--- src/rtl/mst_fifo_ctl_mc.sv ---
// Multi-channel FIFO controller: partitions one simple-dual-port SRAM into
// CH_NUM circular FIFOs (multi-channel mode) or one full-depth FIFO (245 mode).
// Read latency is two cycles: request edge -> mem_re cycle -> mem_q/fifo_dvld cycle.
module mst_fifo_ctl_mc #(
  parameter int unsigned CH_NUM    = 4,
  parameter int unsigned CHW       = 2,
  parameter int unsigned DW        = 36,
  parameter int unsigned AW        = 14,
  parameter int unsigned AFULL_GAP = 4
) (
  input  logic              clk,
  input  logic              rst_n,
  input  logic              mltcn,
  input  logic              fifowr,
  input  logic [CHW-1:0]    fifowrid,
  input  logic [DW-1:0]     fifo_din,
  input  logic              fiford,
  input  logic [CHW-1:0]    fifordid,
  output logic [DW-1:0]     fifo_dout,
  output logic              fifo_dvld,
  output logic [CH_NUM-1:0] fifoafull,
  output logic [CH_NUM-1:0] fifonempt,
  input  logic [CH_NUM-1:0] flush,
  output logic [CH_NUM-1:0] ovf,
  output logic [CH_NUM-1:0] udf,
  input  logic [CHW-1:0]    lvlsel,
  output logic [AW:0]       lvl,
  output logic              mem_we,
  output logic [AW-1:0]     mem_wa,
  output logic [DW-1:0]     mem_d,
  output logic              mem_re,
  output logic [AW-1:0]     mem_ra,
  input  logic [DW-1:0]     mem_q
);

  localparam int unsigned PW          = AW - CHW;
  localparam logic [AW:0] DEPTH_MC    = (AW+1)'(1) << PW;
  localparam logic [AW:0] DEPTH_SC    = (AW+1)'(1) << AW;
  localparam logic [AW-1:0] PTR_MASK_MC = AW'(DEPTH_MC - (AW+1)'(1));

  logic                mltcn_q;
  logic [AW-1:0]       wptr_q [CH_NUM];
  logic [AW-1:0]       rptr_q [CH_NUM];
  logic [AW:0]         cnt_q  [CH_NUM];
  logic [CH_NUM-1:0]   ovf_q, udf_q;
  logic [AW:0]         lvl_q;
  logic                mem_we_q, mem_re_q, fifo_dvld_q;
  logic [AW-1:0]       mem_wa_q, mem_ra_q;
  logic [DW-1:0]       mem_d_q;

  logic [AW:0]         depth, afull_thr;
  logic [AW-1:0]       ptr_mask;
  logic [CH_NUM-1:0]   ch_act;
  logic                mode_chg;
  logic                wr_act, wr_acc, rd_act, rd_acc;
  logic [AW-1:0]       wr_addr, rd_addr;
  logic [CH_NUM-1:0]   wr_sel, rd_sel, ovf_set, udf_set;
  logic [AW-1:0]       wptr_inc [CH_NUM];
  logic [AW-1:0]       rptr_inc [CH_NUM];

  // Request qualification, addressing and status flags from registered state.
  always_comb begin
    depth     = mltcn_q ? DEPTH_MC : DEPTH_SC;
    afull_thr = depth - (AW+1)'(AFULL_GAP);
    ptr_mask  = mltcn_q ? PTR_MASK_MC : '1;
    // A mode switch clears every channel, so requests in that cycle are dropped.
    mode_chg  = (mltcn != mltcn_q);
    for (int c = 0; c < CH_NUM; c++) begin
      ch_act[c] = mltcn_q || (c == 0);
    end

    wr_act = fifowr && ch_act[fifowrid] && !flush[fifowrid] && !mode_chg;
    wr_acc = wr_act && (cnt_q[fifowrid] != depth);
    rd_act = fiford && ch_act[fifordid] && !flush[fifordid] && !mode_chg;
    rd_acc = rd_act && (cnt_q[fifordid] != '0);

    wr_addr = mltcn_q ? {fifowrid, wptr_q[fifowrid][PW-1:0]} : wptr_q[fifowrid];
    rd_addr = mltcn_q ? {fifordid, rptr_q[fifordid][PW-1:0]} : rptr_q[fifordid];

    for (int c = 0; c < CH_NUM; c++) begin
      wr_sel[c]   = wr_acc && (fifowrid == CHW'(c));
      rd_sel[c]   = rd_acc && (fifordid == CHW'(c));
      ovf_set[c]  = wr_act && !wr_acc && (fifowrid == CHW'(c));
      udf_set[c]  = rd_act && !rd_acc && (fifordid == CHW'(c));
      wptr_inc[c] = (wptr_q[c] + AW'(1)) & ptr_mask;
      rptr_inc[c] = (rptr_q[c] + AW'(1)) & ptr_mask;
      fifonempt[c] = (cnt_q[c] != '0);
      fifoafull[c] = !ch_act[c] || (cnt_q[c] >= afull_thr);
    end
  end

  // Per-channel pointers, counts and sticky flags; flush and mode change clear a channel.
  always_ff @(posedge clk) begin
    if (!rst_n) begin
      mltcn_q <= mltcn;
      ovf_q   <= '0;
      udf_q   <= '0;
      lvl_q   <= '0;
      for (int c = 0; c < CH_NUM; c++) begin
        wptr_q[c] <= '0;
        rptr_q[c] <= '0;
        cnt_q[c]  <= '0;
      end
    end else begin
      mltcn_q <= mltcn;
      lvl_q   <= cnt_q[lvlsel];
      for (int c = 0; c < CH_NUM; c++) begin
        if (mode_chg || flush[c]) begin
          wptr_q[c] <= '0;
          rptr_q[c] <= '0;
          cnt_q[c]  <= '0;
          ovf_q[c]  <= 1'b0;
          udf_q[c]  <= 1'b0;
        end else begin
          if (wr_sel[c]) wptr_q[c] <= wptr_inc[c];
          if (rd_sel[c]) rptr_q[c] <= rptr_inc[c];
          case ({wr_sel[c], rd_sel[c]})
            2'b10:   cnt_q[c] <= cnt_q[c] + (AW+1)'(1);
            2'b01:   cnt_q[c] <= cnt_q[c] - (AW+1)'(1);
            default: cnt_q[c] <= cnt_q[c];
          endcase
          if (ovf_set[c]) ovf_q[c] <= 1'b1;
          if (udf_set[c]) udf_q[c] <= 1'b1;
        end
      end
    end
  end

  // Registered SRAM port and read-data valid pipeline.
  always_ff @(posedge clk) begin
    if (!rst_n) begin
      mem_we_q    <= 1'b0;
      mem_re_q    <= 1'b0;
      fifo_dvld_q <= 1'b0;
      mem_wa_q    <= '0;
      mem_ra_q    <= '0;
      mem_d_q     <= '0;
    end else begin
      mem_we_q    <= wr_acc;
      mem_re_q    <= rd_acc;
      // Reads already in the SRAM complete even if their channel is flushed.
      fifo_dvld_q <= mem_re_q;
      if (wr_acc) begin
        mem_wa_q <= wr_addr;
        mem_d_q  <= fifo_din;
      end
      if (rd_acc) mem_ra_q <= rd_addr;
    end
  end

  assign fifo_dout = mem_q;
  assign fifo_dvld = fifo_dvld_q;
  assign ovf       = ovf_q;
  assign udf       = udf_q;
  assign lvl       = lvl_q;
  assign mem_we    = mem_we_q;
  assign mem_wa    = mem_wa_q;
  assign mem_d     = mem_d_q;
  assign mem_re    = mem_re_q;
  assign mem_ra    = mem_ra_q;

endmodule
--- config.mk ---
export PLATFORM = sky130hd
export DESIGN_NAME = mst_fifo_ctl_mc
export DESIGN_NICKNAME = d
export VERILOG_FILES = /design/src/rtl/mst_fifo_ctl_mc.sv
export SDC_FILE = /design/constraint.sdc
export NUM_CORES = 1
export LEC_CHECK = 0
export ABC_CLOCK_PERIOD_IN_PS = 7800
export BUFFER_PORTS_ARGS = -buffer_cell sky130_fd_sc_hd__buf_2
export CAP_MARGIN = 40
export CORE_AREA = 2 2 322 165
export CTS_BUF_LIST = sky130_fd_sc_hd__clkbuf_2
export CTS_CLUSTER_DIAMETER = 30
export DETAILED_ROUTE_END_ITERATION = 10
export DIE_AREA = 0 0 324 167
export HOLD_SLACK_MARGIN = 0.05
export PLACE_DENSITY_LB_ADDON = 0.1
export SLEW_MARGIN = 20
export SYNTH_ARGS = -nofsm -noshare
export SYNTH_HDL_FRONTEND = slang
export SYNTH_SLANG_ARGS = --single-unit
--- constraint.sdc ---
create_clock -name clk -period 7.8 [get_ports clk]
set_clock_uncertainty 0.1 [all_clocks]
set_input_delay 0.78 -clock clk [delete_from_list [all_inputs] [get_ports clk]]
set_output_delay 0.78 -clock clk [all_outputs]
set_load 0.05 [all_outputs]
# ---- Word-level counts from Yosys, hierarchy flattened
# Memories as Yosys holds them, arrays and structs flattened. A register that Yosys moved wholly into a read port is not among the register bits.
# Index checks and enable logic that the tools add are counted.
dict set report totals {
  register_bits 76
  output_inout_bits 134
  ram_bits 172
  inputBits 87
  n_memories 3
  word_cells 290
}
dict set report classes {
  n_mux 137
  reduce_logical 55
  eq_ne 16
  add_sub_neg 17
  magnitude_cmp 6
  bitwise 41
}
# memory words word_bits read_ports rd_ports_with_merged_regs wr line
set mem_list {}
lappend mem_list {cnt_q 4 15 7 1 4 44} ;# logic [AW:0] cnt_q [CH_NUM];
lappend mem_list {rptr_q 4 14 5 0 4 43} ;# logic [AW-1:0] rptr_q [CH_NUM];
lappend mem_list {wptr_q 4 14 5 0 4 42} ;# logic [AW-1:0] wptr_q [CH_NUM];
# operator n
set op_table {}
lappend op_table {{14-bit 2-to-1 mux} 19}
lappend op_table {{15-bit 2-to-1 mux} 17}
lappend op_table {{14-bit by 1-bit adder with 14-bit output (second input constant)} 8}
lappend op_table {{14-bit bitwise AND} 8}
lappend op_table {{1-bit 2-to-1 mux} 97}
lappend op_table {{15-bit nonzero test} 5}
lappend op_table {{15-bit by 1-bit adder with 15-bit output (second input constant)} 4}
lappend op_table {{15-bit greater-or-equal comparator} 4}
lappend op_table {{15-bit by 1-bit subtractor with 15-bit output (second input constant)} 4}
lappend op_table {{1-bit OR} 32}
lappend op_table {{1-bit logical AND} 26}
lappend op_table {{2-bit equality test (second input constant)} 8}
lappend op_table {{2-bit OR reduction} 8}
lappend op_table {{15-bit != test} 1}
lappend op_table {{15-bit by 3-bit subtractor with 15-bit output (second input constant)} 1}
lappend op_table {{2-bit by 1-bit equality test with 1-bit output (second input constant)} 6}
lappend op_table {{1-bit binary-select mux with 2-bit select} 4}
lappend op_table {{1-bit logical NOT} 7}
lappend op_table {{1-bit logical OR} 7}
lappend op_table {{2-bit by 3-bit less-than comparator with 1-bit output (second input constant)} 2}
lappend op_table {{2-bit logical NOT} 2}
lappend op_table {{1-bit != test} 1}
lappend op_table {{1-bit inverter} 1}

# ---- Longest topological paths before layout
dict set report depth {
  depth_word 15
  depth_mapped 16
  mapped_depth_nobuf 13
}

# ---- Worst setup path after synthesis
# Ideal clock, no wire load.
dict set report synth_path {
  kind {input port to flip-flop}
  startpoint {input port fifowrid[1]}
  endpoint {memory cnt_q[1][0] in the netlist's numbering, enable pin}
  n_path_buf 2
  setup_ps 408
  t_arrival_ps 4120
  setup_slack_ps 3173
  t_required_ps 7292
  cell_stages 11
  path_cell_list {clkbuf_1 -> mux2_2 -> and2_0 -> mux4_2 -> nand3_1 -> nand2_1 -> buf_2 -> nor2_1 -> ha_1 -> o21ai_0 -> o21ai_0}
}
# element line
set synth_lines {}
lappend synth_lines {{from (decl)} 15} ;# input logic [CHW-1:0] fifowrid,
lappend synth_lines {{to (decl)} 44}

==> flow_metrics.tcl <==
set metrics [dict create \
    worst_slew_pin_slew_ns 0.909 \
    synth_common_cells "nor2_1, edfxtp_1, nand3_1" \
    path_clk_slew_ns 0.10 \
    setup_violations 0 \
    cp.arrival_ns 5.83 \
    drt-initial-drc-count 1224 \
    dieArea_um2 54100 \
    htree_levels 3 \
    postSynthAreaPerCell_um2 9.66 \
    pin_count 221 \
    irDropWorstVdd_uv 114 \
    wire_per_inst_um 21.8 \
    synth_most_common_cell "nor2_1" \
    synth_ff_type "edfxtp_1" \
    cts_tree "built" \
    dp_hpwl_mm 39.9 \
    rsz0062_at_grt "false" \
    die_h_um 167 \
    clkSinkCount 263 \
    status "complete, no violations" \
    start_util_pct 29.6 \
    period_needed_ns 5.22 \
    post_cts_buffers 0 \
    area_growth_pct 15.6 \
    synth_top_area_share_pct 34.0 \
    required_ns 8.41 \
    hold_path.class "in2reg" \
    synth_cell_types 63 \
    num_vias 13100 \
    synth-warning-count 0 \
    crit_path_end_kind "register" \
    holdWs_ns 0.265 \
    final_hold_viol_count 0 \
    cts_made_buffers 75 \
    clock_path_buffers 3 \
    die_x_um 324 \
    slew_violations 0 \
    via_per_inst 5.25 \
    final_nets 1856 \
    final_area_um2 17600 \
    clk_latency_ns 1.01 \
    worst-path-max-fanout 55 \
    postSynthRegisterBits 263 \
    tns_ns 0 \
    cts_root_buf "clkbuf_2" \
    critPathKind "reg2reg" \
    coreArea_um2 51300 \
    crit_path_start_kind "register" \
    finish.utilization_pct 34.2 \
    synth.area.top_cells "edfxtp_1, dfxtp_1, mux4_2" \
    syn_area_um2 15200 \
    drc 0 \
    synthArstFlopShare_pct 0 \
    power_density_nw_per_um2 213 \
    layout-drive-gt1-share_pct 20.0 \
    grt_usage_pct 20.0 \
    synth_edf_count 172 \
    first_global_vias 12100 \
    drt_wl_total_mm 54.4 \
    fmax_ghz 0.192 \
    yosysSeqAreaShare_pct 46.0 \
    relSlewSlack_pct 38.9 \
    rows 59 \
    place.port_buffers 148 \
    grt_pass1_wl_mm 80.9 \
    drt_pass1_iterations 5 \
    postRouteAntennaNets 0 \
    leakage_uw 0.00661 \
    gr-total-overflow 0 \
    cap_violations 0 \
    gp_congestion 0.871 \
    yosysTopAreaCell "edfxtp_1" \
    grt_start_max_net_pins 60 \
    placed_area_um2 16400 \
    syn-instance-count 1572 \
    period_share_pct 66.9 \
    antenna_found_initial 6 \
]
## worst paths after layout
| kind | from | slack, ns | to | cells after the start |
|---|---|---|---|---|
| setup / recovery | cnt_q[1][11]$_SDFFCE_PN0P_ | 2.58 | cnt_q[3][4]$_DFFE_PP_ | 12 |
| setup reg to reg | cnt_q[1][11]$_SDFFCE_PN0P_ | 2.58 | cnt_q[3][4]$_DFFE_PP_ | 12 |
| hold reg to reg | mem_ra[12]$_SDFFE_PN0P_ | 0.37 | mem_ra[12]$_SDFFE_PN0P_ | 2 |
| hold / removal | flush[0] | 0.26 | udf[0]$_SDFFE_PP0P_ | 3 |
## registers in the layout, summed over array words and instances, names as in the netlist, 4 cells and up
register	flops
cnt_q	60
lvl	15
mem_d	36
mem_ra	14
mem_wa	14
ovf	4
rptr_q	56
udf	4
wptr_q	56
## cell usage in the layout, fill, tap and decap left out, drive strengths merged, types with 16 or more instances in the layout
master         n
nand4         20
xnor2         39
a221oi        16
and2          26
and3          37
clkbuf       105
a21oi        101
o21ai         90
dfxtp         91
buf          174
xor2          63
mux2i         24
edfxtp       172
nand3        124
a31oi         17
ha            36
dlygate4sd3   37
clkinv        27
inv           30
nor4          24
nand2        118
mux4          42
nor3          41
nor2         203
## through the flow
| step | power, uW | setup slack, ns | instances |
|---|---|---|---|
| after CTS | 3760 | 2.59 | 2494 |
| after global placement | 2540 | 1.88 | 2314 |
| final | 3740 | 2.58 | 2500 |
| after detailed placement | 2540 | 2.26 | 2318 |
| after floorplan | 2280 | 3.17 | 1583 |
| after global routing | 3930 | 2.23 | 2499 |
## area by class of cell
type | count | area [um^2]
fill | 5292 | 33700
multi-input combinational | 1154 | 7480
sequential | 263 | 6990
timing repair buffer | 211 | 1320
tap | 701 | 877
clock buffer | 105 | 526
clock inverter | 34 | 251
inverter | 28 | 105
antenna | 4 | 10.0
## per-layer routing
metal  wire length (um)  vias up  GRT usage (%)  share of wire (%)
met2              18900      556           22.7                 35
met5                  0        -              0                  0
met4                911        0           4.97                1.7
met1              28900     6381           33.4                 53
met3               5700       78           7.20                 10
li1                   -     6100              -                  -
## kinds of logic after synthesis
kind of cell             after synthesis  synth area share [%]
AO/OA/AOI/OAI                        287                  11.2
XOR/XNOR                             102                  5.88
adder cells (fa/ha/maj)               36                  2.97
buffers and inverters                166                  5.39
flip-flops                           263                  46.0
multiplexers                          70                  8.11
other                                  1                0.0247
AND/OR/NAND/NOR                      647                  20.4
## power breakdown
part           total [uW]  leakage [uW]  internal (uW)  switching [uW]
Combinational         709       0.00333            251             457
Clock                1180      0.000565            504             677
Sequential           1850       0.00272           1610             239
Total                3740       0.00661           2360            1370
## critical path, stage by stage (launching register included)
cell and delay [ns]:
edfxtp_1 0.58, or4_1 0.68, mux4_2 0.49, a221oi_1 0.38
and3_1 0.23, buf_4 0.45, nor2_1 0.28, nand2_1 0.15
ha_1 0.20, nand4b_1 0.65, a41oi_1 0.52, xor2_1 0.18
nor2_1 0.05
## what timing repair did
action	4_1_cts	5_1_grt
hold buffers	37	0
endpoints found under the hold margin	37	0
setup endpoints to repair	0	0
resized for setup	0	0
No activity file was read; power rests on OpenSTA's default activity.
